**src/rtl/if_stage.sv**
```systemverilog
`default_nettype none
// ============================================================================
// Module      : if_stage
// Description : MIPS instruction-fetch stage. It holds the PC, selects the next
//               PC, issues inst SRAM reads and buffers stalled instructions.
// Revision    : 1.0 - initial release
// ============================================================================
module if_stage #(
    parameter logic [31:0] RESET_PC = 32'hBFC0_0000,
    parameter logic [31:0] EXC_PC   = 32'hBFC0_0380
) (
    input  logic        clk,
    input  logic        reset,
    input  logic        flush,
    input  logic        ds_allowin,
    input  logic [33:0] br_bus,
    output logic        fs_to_ds_valid,
    output logic [63:0] fs_to_ds_bus,
    output logic        inst_sram_en,
    output logic [31:0] inst_sram_addr,
    input  logic [31:0] inst_sram_rdata
);

    logic        w_br_stall;
    logic        w_br_taken;
    logic [31:0] w_br_target;
    logic        w_to_fs_valid;
    logic        w_fs_allowin;
    logic        w_br_stall_eff;
    logic        w_redirect;
    logic        w_accept;
    logic [31:0] w_nextpc;
    logic [31:0] w_inst;

    logic        r_fs_valid;
    logic [31:0] r_fs_pc;
    logic        r_br_pending;
    logic [31:0] r_br_target;
    logic        r_ibuf_valid;
    logic [31:0] r_ibuf;

    assign {w_br_stall, w_br_taken, w_br_target} = br_bus;

    assign w_to_fs_valid  = ~reset;
    assign w_fs_allowin   = ~r_fs_valid | ds_allowin;
    assign w_br_stall_eff = w_br_stall & w_br_taken & ~flush;
    assign inst_sram_en   = w_to_fs_valid & (w_fs_allowin | flush) & ~w_br_stall_eff;

    // A redirect is only legal once the delay slot sits in IF.
    assign w_redirect = w_br_taken & r_fs_valid & ~w_br_stall & ~r_br_pending & ~flush;

    always_comb begin
        w_nextpc = r_fs_pc + 32'd4;
        if (flush) begin
            w_nextpc = EXC_PC;
        end else if (r_br_pending) begin
            w_nextpc = r_br_target;
        end else if (w_br_taken && r_fs_valid) begin
            w_nextpc = w_br_target;
        end
    end

    assign inst_sram_addr = w_nextpc;

    assign w_inst         = r_ibuf_valid ? r_ibuf : inst_sram_rdata;
    assign fs_to_ds_valid = r_fs_valid & ~flush;
    assign fs_to_ds_bus   = {w_inst, r_fs_pc};
    assign w_accept       = fs_to_ds_valid & ds_allowin;

    always_ff @(posedge clk) begin
        if (reset) begin
            r_fs_valid <= 1'b0;
            r_fs_pc    <= RESET_PC - 32'd4;
        end else if (inst_sram_en) begin
            r_fs_valid <= 1'b1;
            r_fs_pc    <= w_nextpc;
        end else if (w_accept) begin
            r_fs_valid <= 1'b0;
        end
    end

    // Redirect chosen while IF is full: remember the target until it can issue.
    always_ff @(posedge clk) begin
        if (reset) begin
            r_br_pending <= 1'b0;
            r_br_target  <= 32'd0;
        end else if (flush) begin
            r_br_pending <= 1'b0;
        end else if (r_br_pending && inst_sram_en) begin
            r_br_pending <= 1'b0;
        end else if (w_redirect && !inst_sram_en) begin
            r_br_pending <= 1'b1;
            r_br_target  <= w_br_target;
        end
    end

    // SRAM data is only valid the cycle after the request, so hold it on stall.
    always_ff @(posedge clk) begin
        if (reset) begin
            r_ibuf_valid <= 1'b0;
            r_ibuf       <= 32'd0;
        end else if (inst_sram_en || flush) begin
            r_ibuf_valid <= 1'b0;
        end else if (r_fs_valid && !ds_allowin && !r_ibuf_valid) begin
            r_ibuf_valid <= 1'b1;
            r_ibuf       <= inst_sram_rdata;
        end else if (w_accept) begin
            r_ibuf_valid <= 1'b0;
        end
    end

endmodule
`default_nettype wire

```
**config.mk**
```make
export PLATFORM = sky130hd
export DESIGN_NAME = if_stage
export DESIGN_NICKNAME = d
export VERILOG_FILES = /design/src/rtl/if_stage.sv
export SDC_FILE = /design/constraint.sdc
export NUM_CORES = 1
export LEC_CHECK = 0
export BUFFER_PORTS_ARGS = -buffer_cell sky130_fd_sc_hd__buf_2
export CAP_MARGIN = 30
export CORE_MARGIN = 5
export CORE_UTILIZATION = 38
export CTS_CLUSTER_SIZE = 14
export DETAILED_ROUTE_END_ITERATION = 12
export GPL_TIMING_DRIVEN = 0
export PLACE_DENSITY = 0.63
export SLEW_MARGIN = 10
export SYNTH_ARGS = -nofsm -noshare
export SYNTH_HDL_FRONTEND = slang
export SYNTH_SLANG_ARGS = --single-unit
export TNS_END_PERCENT = 10
```
**constraint.sdc**
```tcl
create_clock -name clk -period 3 [get_ports clk]
set_input_delay 0.3 -clock clk [delete_from_list [all_inputs] [get_ports clk]]
set_output_delay 0.3 -clock clk [all_outputs]
set_load 0.005 [all_outputs]
```
=== Yosys cells after proc, flatten, opt, wreduce, memory -nomap -nowiden ===
Cells that the tools add are included.

* Bits in registers: 99
* Input port bits: 70
* Output and inout bits: 98
* Word-level logic and storage cells: 49

* Add/subtract/negate cells: 1
* Multiplexer cells: 7
* Bitwise logic cells: 20
* Reduce and logical (&&, ||, !) cells: 15

{| class="wikitable"
|+ Operator list
! kind !! number
|-
| 32-bit two-way mux || 4
|-
| 32-bit by 3-bit adder with 32-bit output, second input constant || 1
|-
| 1-bit AND || 10
|-
| 1-bit inverter || 8
|-
| 1-bit logical AND || 5
|-
| 2-bit nonzero test || 2
|-
| 1-bit logical NOT || 3
|-
| 1-bit two-way mux || 3
|-
| 3-bit AND reduction || 1
|-
| 3-bit OR reduction || 1
|-
| 1-bit OR || 2
|-
| 2-bit AND reduction || 1
|-
| 2-bit OR reduction || 1
|-
| 1-bit logical OR || 1
|}

=== Logic depth before layout (Yosys ltp) ===
Gate-level depths: netlist of run 1.

* Depth in word-level cells: 8
* Gate-level depth with buffers: 8
* Mapped depth without buffers: 6

=== Worst setup path before layout of run 1 ===
No wires, ideal clock.

* Kind: register -> register
* Start: reg r_fs_pc[11]
* End: reg r_fs_pc[27]
* Setup time: 0.134 ns
* Arrival time: 2.447 ns
* Data required time: 2.866 ns
* Setup slack: 0.419 ns
* Cell stages (with the launch flop): 7
* Path buffers: 1
* Period minus slack after synthesis: 2.581 ns
* Cell sequence: dfxtp_1 nand4_2 or4_1 buf_2 or4_4 and3_1 or4_1

* Longest elaborated chain between the ends: 4

{| class="wikitable"
|+ Ends and longest elaborated chain
! what !! line !! source
|-
| start: declaration || 36 || <nowiki>logic [31:0] r_fs_pc;</nowiki>
|-
| start signal: assignment || 73 || <nowiki>r_fs_pc <= RESET_PC - 32'd4;</nowiki>
|-
| start signal: assignment || 76 || <nowiki>r_fs_pc <= w_nextpc;</nowiki>
|-
| 32-bit by 3-bit adder with 32-bit output || 53 || <nowiki>w_nextpc = r_fs_pc + 32'd4;</nowiki>
|-
| 32-bit two-way mux || 58 || <nowiki>end else if (w_br_taken && r_fs_valid) begin</nowiki>
|-
| 32-bit two-way mux || 56 || <nowiki>end else if (r_br_pending) begin</nowiki>
|-
| 32-bit two-way mux || 54 || <nowiki>if (flush) begin</nowiki>
|}

No other way between the ends.
A chain may end at the register's enable or synchronous reset.

=== Worst setup path in the final report of run 1 ===
* Start: reg r_fs_pc[13]
* End: out inst_sram_addr[23]

* Longest elaborated chain between the ends: 4

{| class="wikitable"
|+ Ends and longest elaborated chain
! what !! line !! source
|-
| 32-bit by 3-bit adder with 32-bit output || 53 ||
|-
| 32-bit two-way mux || 58 ||
|-
| 32-bit two-way mux || 56 ||
|-
| 32-bit two-way mux || 54 ||
|-
| end: declaration || 20 || <nowiki>output logic [31:0] inst_sram_addr,</nowiki>
|}

No other way between the ends.

==> metrics.cfg, run 1 <==
[outcome]
status=finished, violations left
failed_checks=negative setup slack

[clock_network]
clock-sinks=99
htreeDepth=3
clkLatencyLatePin_ns=0.36
cts_tree=built
cts_buffers=9
cts.clk_slew.worst_paths_ns=0.08
cts-root-buf=clkbuf_16
hold_buffers=0
clk_path_buf_depth=2

[power]
power_frac_seq_pct=42.1
netSwitchingPower_w=0.001038
pwr-share-comb_pct=19.0
power_density_nw_per_um2=495.7
clock_power_share_pct=39.0
p_int_w=0.002389
p_leak_nw=2.966
swShare_pct=30.29
power_w=0.003427
ir_drop_uv=294.3

[sta]
tightest_slew_ns=0.9085
fmax_ghz=0.3298
setup_tns_ns=-0.03177
fin_skew_ns=0.01000
hold_viol=0
slew_headroom_pct=38.66
slew_violations=0
finalCritPeriodShare_pct=101.1
worst_slack_ns=-0.03177
rsz0062_at_grt=true
holdWs_ns=0.1733
finalSetupViolCount=1
layout_min_cycle_time_ns=3.032

[finish]
mostFrequentLayoutCell=buf_2
syn_to_final_growth_pct=26.63
seqCellArea_sq_um=1998
nNetsFinal=942
nFillCells=1462
final_cell_mix=167 x buf_2, 112 x nand2_1, 90 x dfxtp_1
drive_above_1_share_pct=27.85
multi_input_comb_area_sq_um=3283
fin_area_sq_um=6913

[run]
drv_cap=0

[drt]
antenna_left=0
wl_per_cell_um=18.75
routed-via-count=5950
drcViolationCount=0
drt_iter0_markers=641
drt_first_pass_iters=5
drt_wl_total_um=19820
vias_per_cell=5.629

[critical_path]
cpMostUsedCell=buf_2
cp_num_buf_inv=2
crit_required_ns=2.70
path_max_fanout=8
end_kind=primary output
cp_slowest_cell=or4_2
start_kind=flop
path_cells=nand4_4 > or4_1 > buf_2 > or4_2 > and3_1 > o21ai_1 > buf_2
critical_path_arrival_ns=2.73
critPathKind=reg2out
crit_family=simple AND/OR/NAND/NOR gates
slowest_delay_ns=0.60

[die]
rows=43
die_y_um=129.9
coreArea_sq_um=13990
fp.dieArea_sq_um=16860
initial_utilization_pct=39.03
die_w_um=129.9
ioPinCount=168

[global_route]
grt_max_degree=19
grt_pass1_vias=5401
antenna_found_initial=1
grt_pass1_wl_um=30060
overflow=0
grt_usage_pct=22.93

[placement]
portBuffers=165
dpl.hpwl_um=14620
gp_congestion=0.9040
placed_cell_area_sq_um=6510

[synthesis]
syn-mean-instance-area_sq_um=7.855
post_synth_num_cell_types=52
syn-num-nets=766
synth_ff_type=dfxtp_1
synthCells=695
synth_edf_count=0
async_flop_share_pct=0
yosys_warnings=0
synth-seq-cells=99
ys_seq_area_share_pct=36.31
syn_area_sq_um=5459

[min_path]
min_path_type=in2reg

flip-flops by register name (all words and copies together), names as in the netlist:
name          count
r_br_pending      1
r_br_target      32
r_fs_pc          32
r_fs_valid        1
r_ibuf           32
r_ibuf_valid      1
repair_timing:
item,4_1_cts,5_1_grt
endpoints found under the setup margin,9,18
pin swaps,0,2
setup buffers,0,0
resized for setup,19,10
final timing paths:
kind | start | depth (start not counted) | slack [ns] | end
setup / recovery | r_fs_pc[13] | 7 | -0.03 | inst_sram_addr[23]
hold / removal | inst_sram_rdata[17] | 3 | 0.17 | r_ibuf[17]
setup reg to reg | r_fs_pc[13] | 6 | 0.36 | r_fs_pc[27]
hold reg to reg | r_ibuf[0] | 2 | 0.45 | r_ibuf[0]
worst min-delay path, cell delays in order:
cell	delay (ns)
buf_2	0.10
nand2_1	0.05
a21oi_1	0.05
cell usage after synthesis, types with 9 or more instances:
cell,count,area [sq um]
a31oi_1,10,62.56
nor2_1,68,255.2
nand4_1,14,87.58
xnor2_1,14,122.6
nand2_1,112,420.4
nor4_1,9,56.30
a21oi_1,69,345.3
o21ai_0,32,160.2
dfxtp_1,99,1982
clkbuf_1,47,176.4
nand3_1,18,90.09
nor3_1,13,65.06
mux2_2,32,360.4
mux2i_1,41,410.4
power by group through the flow:
| stage | combinational [W] | clock [W] | sequential, W |
|---|---|---|---|
| after global routing | 0.000711 | 0.00140 | 0.00145 |
| after detailed placement | 0.000632 | 0 | 0.00147 |
| after global placement | 0.000630 | 0 | 0.00146 |
| after CTS | 0.000640 | 0.00134 | 0.00144 |
| after floorplan | 0.000358 | 0 | 0.00145 |
| final | 0.000649 | 0.00134 | 0.00144 |
through the flow:
step | std cells | utilization (%) | setup slack [ns]
floorplan | 695 | - | 0.4186
global placement | 1040 | 46.54 | 0.1699
detailed placement | 1040 | 46.54 | 0.1912
CTS | 1056 | 49.25 | 0.005850
global route | 1057 | 49.42 | -0.1338
finish | 1057 | 49.42 | -0.03177
final cells by class:
| cell class | instances | share of cell area (%) |
|---|---|---|
| inverter | 9 | 0.4887 |
| clock inverter | 7 | 1.538 |
| antenna | 1 | 0.03620 |
| tap | 180 | 3.258 |
| multi-input combinational | 533 | 47.49 |
| timing repair buffer | 165 | 11.95 |
| sequential | 99 | 28.91 |
| buffer | 54 | 3.077 |
| clock buffer | 9 | 3.258 |
kinds of logic (layout without fill, tap and decap cells):
kind of cell	Yosys count	count (layout)	synth area share (%)
AO/OA/AOI/OAI	162	162	18.15
XOR/XNOR	20	20	3.209
adder cells (fa/ha/maj)	1	1	0.2292
buffers and inverters	63	244	4.355
flip-flops	99	99	36.31
multiplexers	73	73	14.12
other	0	1	0
AND/OR/NAND/NOR	277	277	23.63
metal layers:
layer / GRT usage [%] / vias up / share of wire [%]
li1: - / 2854 / -
met1: 30.59 / 2767 / 42
met2: 36.00 / 292 / 46
met3: 6.754 / 37 / 10
met4: 6.907 / 0 / 2.1
met5: 0 / - / 0
(Power assumes the default switching activity.)
==> inputs of run 2 (changes only) <==
==> constraint.sdc (replaced) <==
create_clock -name clk -period 3 [get_ports clk]
set_input_delay 0.3 -clock clk [delete_from_list [all_inputs] [get_ports clk]]
set_output_delay 0.3 -clock clk [all_outputs]
set_load 0.1 [all_outputs]
==> run 2 against run 1 <==
The flow now finishes without violations; register-to-register slack better by 0.10 ns; final area is 3.7% higher; worst setup slack improved by 0.034 ns; fmax increased by 1.1%; count of clock-buffer cells in the layout is 1 higher; routed wire length is 0.22% lower; clock skew is 0.0020 ns higher; combinational power up 120%; non-clock buffer count is 5 higher.
==> metrics.cfg, run 2 (synthesis results as in run 1) <==
[outcome]
status=completed

[clock_network]
cts.clk_slew.worst_paths_ns=0.08
clkLatencyLatePin_ns=0.36
cts_buffers=9
clock-sinks=99
cts-root-buf=clkbuf_16
hold_buffers=0
cts_tree=built
htreeDepth=3
clk_path_buf_depth=2

[critical_path]
end_kind=primary output
path_max_fanout=6
path_cells=nand4_4 > or4_4 > buf_6 > or3_2 > a31oi_2 > nor3b_4 > buf_12
crit_required_ns=2.70
cp_num_buf_inv=2
start_kind=flop
crit_family=simple AND/OR/NAND/NOR gates
cp_slowest_cell=or4_4
critical_path_arrival_ns=2.70
slowest_delay_ns=0.56
critPathKind=reg2out

[drt]
vias_per_cell=5.556
antenna_left=0
drt_wl_total_um=19780
wl_per_cell_um=18.64
routed-via-count=5895
drt_iter0_markers=527
drt_first_pass_iters=6
drcViolationCount=0

[min_path]
min_path_type=in2reg

[global_route]
overflow=0
grt_pass1_wl_um=30130
grt_max_degree=19
antenna_found_initial=3
grt_usage_pct=22.93
grt_pass1_vias=5471

[sta]
hold_viol=0
layout_min_cycle_time_ns=2.997
fmax_ghz=0.3336
fin_skew_ns=0.01196
slew_headroom_pct=48.89
finalCritPeriodShare_pct=99.91
tightest_slew_ns=0.7666
slew_violations=0
holdWs_ns=0.1786
finalSetupViolCount=0
rsz0062_at_grt=true

[placement]
portBuffers=165
gp_congestion=0.9265
dpl.hpwl_um=14780
placed_cell_area_sq_um=6711

[power]
p_leak_nw=3.047
ir_drop_uv=291.4
power_density_nw_per_um2=560.3

[die]
fp.dieArea_sq_um=16860
die_y_um=129.9
die_w_um=129.9
ioPinCount=168
rows=43
coreArea_sq_um=13990
initial_utilization_pct=39.03

[run]
drv_cap=0

[finish]
diodes=0
final_cell_mix=160 x buf_2, 112 x nand2_1, 78 x dfxtp_1
top_regs=r_br_target x32, r_fs_pc x32, r_ibuf x32
mostFrequentLayoutCell=buf_2
fin_area_sq_um=7166
drive_above_1_share_pct=32.80
syn_to_final_growth_pct=31.26
nNetsFinal=947

==> run 2: path summary, 6_finish.rpt <==
check                           slack, ns                 from                 end  cells past startpoint
worst max-delay path                0.003          r_fs_pc[12]  inst_sram_addr[19]                      7
worst min-delay path                 0.18  inst_sram_rdata[14]          r_ibuf[14]                      3
worst max register to register       0.46          r_fs_pc[12]         r_fs_pc[27]                      6
worst min register to register       0.46           r_ibuf[14]          r_ibuf[14]                      2
==> run 2: layer usage <==
metal | up-vias | track usage (%) | share of wire, %
met1 | 2681 | 29.93 | 41
met5 | - | 0 | 0.20
met4 | 6 | 7.335 | 2.4
li1 | 2855 | - | -
met2 | 304 | 35.94 | 45
met3 | 49 | 7.573 | 12
==> run 2: per-stage QoR <==
step	TNS [ns]	worst slack (ns)	instances	power [W]	util [%]
6_report	0	0.002621	1061	0.004015	51.23
4_1_cts	-0.001836	-0.001836	1061	0.004028	50.99
3_3_place_gp	-2.696	-0.2954	1040	0.002850	47.98
3_5_place_dp	-2.545	-0.2904	1040	0.002852	47.98
2_1_floorplan	-0.7596	-0.4651	695	0.002567	-
5_1_grt	-0.2033	-0.05604	1061	0.004163	51.23
==> run 2: report_power, final <==
group / switching [W] / internal (W) / leakage [nW]
registers: 0.0000657 / 0.00137 / 0.810
clock network: 0.000568 / 0.000583 / 0.141
logic: 0.00112 / 0.000306 / 2.10
total: 0.00175 / 0.00226 / 3.05
==> run 2: final cells by class <==
cell class,count,area (sq um)
flip-flops and latches,99,2041
fillers,1416,6823
well taps,180,225.2
clock buffers,10,229.0
inverters,9,33.78
repair buffers,171,933.4
multi-input cells,533,3421
clock inverters,6,57.56
plain buffers,53,225.2
==> run 2: tightest hold or removal path, delay by kind of cell <==
family,cells,cell delay (ns)
AOI/OAI and AO/OA,1,0.05
buffers and inverters,1,0.10
and+or+nand+nor,1,0.05
==> run 2: what timing repair did <==
action	CTS	global route
setup buffers	6	0
cloned	0	0
pin swaps	3	1
setup endpoints to repair	30	17
resized for setup	34	13
